File: src/rtl/ser_word_pkg.sv
// ser_word_pkg: shared FSM state type and default word width for the serial word loader.
package ser_word_pkg;
    localparam int W_DEFAULT = 16;
    typedef enum logic [1:0] {IDLE, SHIFT, LOAD} state_t;
endpackage

File: src/rtl/ser_word_loader.sv
// ser_word_loader: assembles MSB-first serial bits into a W-bit word and strobes it into a downstream register.
module ser_word_loader
    import ser_word_pkg::*;
#(
    parameter int W = W_DEFAULT
) (
    input  logic         clk50m,
    input  logic         rst_n,
    input  logic         sdi,
    input  logic         sdi_valid,
    input  logic         frame,
    output logic [W-1:0] d,
    output logic         load,
    output logic         en,
    output logic         busy,
    output logic         frame_err,
    output logic [7:0]   word_cnt
);
    localparam int CW = $clog2(W + 1);
    localparam logic [CW-1:0] LAST = CW'(W);
    state_t state, state_nx;
    logic [W-1:0] shift, shift_nx, d_nx;
    logic [CW-1:0] cnt, cnt_nx, cnt_inc;
    logic err_nx;
    assign load = state == LOAD;
    assign en = state == LOAD;
    assign busy = state != IDLE;
    // IDLE and LOAD both start a fresh word, so only SHIFT carries the count forward
    always_comb begin
        state_nx = state;
        shift_nx = shift;
        d_nx = d;
        cnt_nx = cnt;
        err_nx = 1'b0;
        cnt_inc = (state == SHIFT ? cnt : '0) + 1'b1;
        if (!frame) begin
            state_nx = IDLE;
            cnt_nx = '0;
            err_nx = (state == SHIFT) && (cnt != '0);
        end else if (sdi_valid) begin
            shift_nx = {shift[W-2:0], sdi};
            state_nx = cnt_inc == LAST ? LOAD : SHIFT;
            cnt_nx = cnt_inc == LAST ? '0 : cnt_inc;
            d_nx = cnt_inc == LAST ? shift_nx : d;
        end else begin
            state_nx = SHIFT;
            cnt_nx = state == SHIFT ? cnt : '0;
        end
    end
    always_ff @(posedge clk50m or negedge rst_n) begin
        if (!rst_n) begin
            state <= IDLE;
            shift <= '0;
            d <= '0;
            cnt <= '0;
            frame_err <= 1'b0;
            word_cnt <= '0;
        end else begin
            state <= state_nx;
            shift <= shift_nx;
            d <= d_nx;
            cnt <= cnt_nx;
            frame_err <= err_nx;
            if (state == LOAD) word_cnt <= word_cnt + 8'd1;
        end
    end
endmodule

File: config.mk
export PLATFORM = sky130hd
export DESIGN_NAME = ser_word_loader
export DESIGN_NICKNAME = d
export VERILOG_FILES = /design/src/rtl/ser_word_pkg.sv /design/src/rtl/ser_word_loader.sv
export SDC_FILE = /design/constraint.sdc
export NUM_CORES = 1
export LEC_CHECK = 0
export ABC_AREA = 1
export CAP_MARGIN = 0
export CORE_MARGIN = 2
export CORE_UTILIZATION = 30
export DETAILED_ROUTE_END_ITERATION = 16
export GPL_TIMING_DRIVEN = 0
export PLACE_DENSITY = 0.47
export SETUP_SLACK_MARGIN = 0.15
export SLEW_MARGIN = 30
export SYNTH_ARGS = -nofsm -noshare
export SYNTH_HDL_FRONTEND = slang
export SYNTH_SLANG_ARGS = --single-unit
File: constraint.sdc
create_clock -name clk50m -period 2.25 [get_ports clk50m]
set_input_delay 0.5625 -clock clk50m [delete_from_list [all_inputs] [get_ports clk50m]]
set_output_delay 0.5625 -clock clk50m [all_outputs]
set_load 0.005 [all_outputs]
Yosys cells after proc, flatten, opt, wreduce, memory -nomap -nowiden
Index checks and enable logic that the tools add are counted.
- register bits after elaboration: 47
- bits of input ports: 5
- output and inout bits: 28
- word-level logic and storage cells: 24
- add/subtract/negate cells: 2
- eq/ne operators: 3
- multiplexer cells: 8
- reduce and logical (&&, ||, !) cells: 5
- operators with widths (operator ; count):
    $mux W5 ; 4
    $add A8 B1 Y8 const B ; 1
    $mux W2 ; 3
    $add A5 B1 Y5 const B ; 1
    $eq A5 B5 Y1 const B ; 1
    $reduce_bool A5 Y1 ; 1
    $reduce_and A3 Y1 ; 1
    $eq A2 B1 Y1 const B ; 1
    $eq A2 B2 Y1 const B ; 1
    $reduce_and A2 Y1 ; 1
    $reduce_bool A2 Y1 ; 1
    $logic_and A1 B1 Y1 ; 1
    $mux W1 ; 1

Logic depth before layout (Yosys ltp)
- depth after elaboration: 7
- mapped depth: 13
- mapped depth without buffers: 12

Least setup slack after synthesis
Ideal clock, no wire load.
- kind: reg-to-reg
- start: register state[0]
- end: register d[8]
- setup time: 121 ps
- arrival: 1677 ps
- data required time: 2129 ps
- path slack: 452 ps
- stages on the path, launching flop included: 14
- path buffers: 1
- clock period less this slack: 1798 ps
- cell sequence: dfrtp_1 inv_2 nor2_4 nand2_1 inv_1 ha_1 inv_1 nor2_2 nand3_1 nand2_1 nor2_4 buf_6 nand3_1 nand2_1
- cells in the longest elaborated chain, start to end: 5
- RTL lines (item ; line ; RTL):
    from (decl) ; ser_word_loader.sv:21 ; state_t state, state_nx;
    from (signal assigned) ; ser_word_loader.sv:59 ; state <= state_nx;
    $eq A2 B1 Y1 ; ser_word_loader.sv:35 ; cnt_inc = (state == SHIFT ? cnt : '0) + 1'b1;
    $mux W5 ; -- ;
    $add A5 B1 Y5 ; ser_word_loader.sv:35 ;
    $eq A5 B5 Y1 ; ser_word_loader.sv:44 ; d_nx = cnt_inc == LAST ? shift_nx : d;
    $reduce_and A3 Y1 (no source line) ; -- ;
    to (signal assigned) ; ser_word_loader.sv:61 ; d <= d_nx;
    to (decl) ; ser_word_loader.sv:12 ; output logic [W-1:0] d,
Every way passes these cells.
A chain may end at the register's enable or synchronous reset.

Worst setup path after layout
- start: register state[0]
- end: output load
- cells in the longest elaborated chain, start to end: 1
- RTL lines (item ; line ; RTL):
    $eq A2 B2 Y1 ; ser_word_loader.sv:25 ; assign load = state == LOAD;
    to (decl) ; ser_word_loader.sv:13 ; output logic load,
Every way passes these cells.

==> flow_summary_export.csv <==
group,metric,value,unit
status,outcome,"finished, final reports clean",
layout,fillCellCount,720,
place,io_buffer_count,32,
min_path,holdCritPathClass,"in2async",
synthesis,netlist.area_leader.share,54.3,%
synthesis,ys_types,26,
pwr,vdd_drop_max,0.294,mV
synthesis,ys_seq_area_share,54.3,%
route,wirelength,4620,um
synthesis,synth_nets,249,
grt,overflow,0,
sta,fmax,493,MHz
pwr,power_density,554,nW/um2
grt,grt_max_degree,32,
grt,grt_use_met1,17.1,%
floorplanning,die_w,89.0,um
sta,finalHoldViolCount,0,
clock_network,cts-root-buf,"clkbuf_8",
sta,finalWorstSetupSlack,223,ps
synthesis,yosysTopAreaCell,"dfrtp_1",
route,ant_nets,0,
place,gp_congestion,0.750,
grt,met2_usage,19.3,%
sta,setup_violations,0,
clock_network,cts_buffer_depth,2,
layout,area_growth,29.5,%
clock_network,worst_skew_pair.late_latency,290,ps
setup_path,required,1690,ps
synthesis,ys_top_cells_by_area,"dfrtp_1 (54%), nand2_1 (12%), o21bai_1 (6.2%), inv_1 (6.1%), nand3_1 (4.4%)",
sta,period_needed,2030,ps
synthesis,yosysMostFrequentCell,"nand2_1",
grt,grt_pass1_vias,1593,
route,vias,1684,
sta,slew_headroom,65.4,%
setup_path,worstReg2RegStart,"state[1]",
route,vias_per_cell,4.33,
sta,rsz0062_at_grt,"false",
synthesis,ys_warn_count,0,
clock_network,h-tree-depth,2,
route,drcViolationCount,0,
layout,diodes,0,
route,drtIter0Drc,72,
sta,clock_skew,6.50,ps
synthesis,synthArstFlopShare,100,%
setup_path,worstSetupPathType,"reg2out",
floorplanning,ios,33,
grt,grt-busiest-layer,"met2",
clock_network,cts_buffers,5,
synthesis,synth_area_per_cell,8.95,um2
synthesis,synth_edf_count,0,
grt,grt_use_total,12.4,%
layout,drive_above_1_share,12.6,%
setup_path,critPathCaptureType,"output port",
floorplanning,die_area,7920,um2
synthesis,synth.cell_area,2170,um2
job,cap_violations,0,
synthesis,synth_seq_cells,47,
setup_path,cp_max_fo,4,
clock_network,cts_tree,"done",
sta,slew_violations,0,
layout,layout.nets,299,
clock_network,clk_pin_slew,80,ps
grt,grt_pass1_wl,7560,um
setup_path,r2r_setup_slack,290,ps
floorplanning,core_area,6910,um2
clock_network,cts.sinks,47,
floorplanning,die_h,89.0,um
grt,grtUsageMet3,2.77,%
synthesis,synth_common_cells,"nand2_1 (70), dfrtp_1 (47), inv_1 (35)",
pwr,p_total,1.56,mW
route,post_drt_wl_per_cell,11.9,um
synthesis,synth_flop_cell,"dfrtp_1",
route,dr.pass1.iters,4,
floorplanning,rows,30,
setup_path,critPathArrivalTime,1460,ps
sta,tightest_slew,517,ps
setup_path,start_kind,"flip-flop",
sta,min_period_over_period,90.1,%
place,dp_slack,-163,ps
floorplanning,start_util,31.4,%
grt,antenna_found_initial,0,
place,dp.final_hpwl,3130,um
pwr,leakage,1.33,nW
setup_path,crit_path_start,"state[0]",
synthesis,postSynthCellCount,242,
-- metal layers --
metal | share of wire [%] | up-vias
met5 | 0 | -
met4 | 0.82 | 0
met3 | 3.6 | 5
met2 | 44 | 31
met1 | 51 | 795
li1 | - | 853
-- path summary, 6_finish.rpt --
kind	to	cells past startpoint
hold reg to reg	word_cnt[7]	1
setup / recovery	load	3
min in group clk50m	word_cnt[7]	1
setup reg to reg	d[7]	13
max in group asynchronous	state[0]	2
hold / removal	d[4]	1
-- power breakdown --
group	switching, mW	internal, mW	total (mW)
Clock	0.273	0.219	0.492
Combinational	0.0728	0.0484	0.121
Sequential	0.0403	0.902	0.942
-- what timing repair did --
action / in CTS / in global routing
buffers inserted: 1 / 8
pin swaps: 1 / 4
gates cloned: 0 / 1
hold buffers: 0 / 0
resized for setup: 1 / 5
endpoints found under the hold margin: 0 / 0
setup endpoints to repair: 3 / 16
-- state kept, by name (all words and copies together) (netlist names) --
signal     cells
shift         15
frame_err      1
d             16
cnt            5
state          2
word_cnt       8
-- critical path: stages, from the launching register on --
cell	delay, ps
dfrtp_2	440
nor2_4	140
buf_4	110
clkdlybuf4s50_1	480
-- cells by family after synthesis --
kind of cell	share of synthesized area (%)
compound gates	9.82
xor+xnor	2.83
simple gates	22.3
buf+inv	9.64
flops	54.3
fa+ha+maj	1.15
-- metrics by stage --
step | instances | setup TNS, ps | utilization [%] | cell area (um2) | hold WS (ps)
2_1_floorplan | 242 | 0 | - | 2170 | 267
3_3_place_gp | 370 | -46000 | 37.8 | 2610 | 462
3_5_place_dp | 371 | -2270 | 38.0 | 2630 | 458
4_1_cts | 380 | 0 | 39.3 | 2720 | 129
5_1_grt | 389 | 0 | 40.6 | 2810 | 134
6_report | 389 | 0 | 40.6 | 2810 | 131
-- layout by cell type, fill, tap and decap left out, drive strengths merged --
| cell type | Yosys | final |
|---|---|---|
| nand2 | 71 | 71 |
| dfrtp | 47 | 47 |
| inv | 38 | 38 |
| clkdlybuf4s50 | 0 | 31 |
| nand3 | 21 | 22 |
| o21bai | 18 | 18 |
| buf | 5 | 16 |
| nor2 | 13 | 13 |
| o21ai | 9 | 9 |
| clkbuf | 2 | 9 |
| xor2 | 4 | 4 |
| o211ai | 3 | 3 |
| xnor2 | 3 | 3 |
| nand4 | 2 | 2 |
| clkinv | 1 | 2 |
| a21oi | 2 | 2 |
| ha | 2 | 2 |
| nor3 | 1 | 1 |
-- final cells by class --
class | count | area [um2] | area share [%]
buffer | 7 | 60.1 | 2.14
clock buffer | 7 | 76.3 | 2.72
clock inverter | 1 | 5.00 | 0.178
inverter | 39 | 150 | 5.35
multi-input combinational | 150 | 812 | 28.9
sequential | 47 | 1180 | 42.0
tap | 96 | 120 | 4.28
timing repair buffer | 42 | 405 | 14.4
No activity file was read; power rests on OpenSTA's default activity.
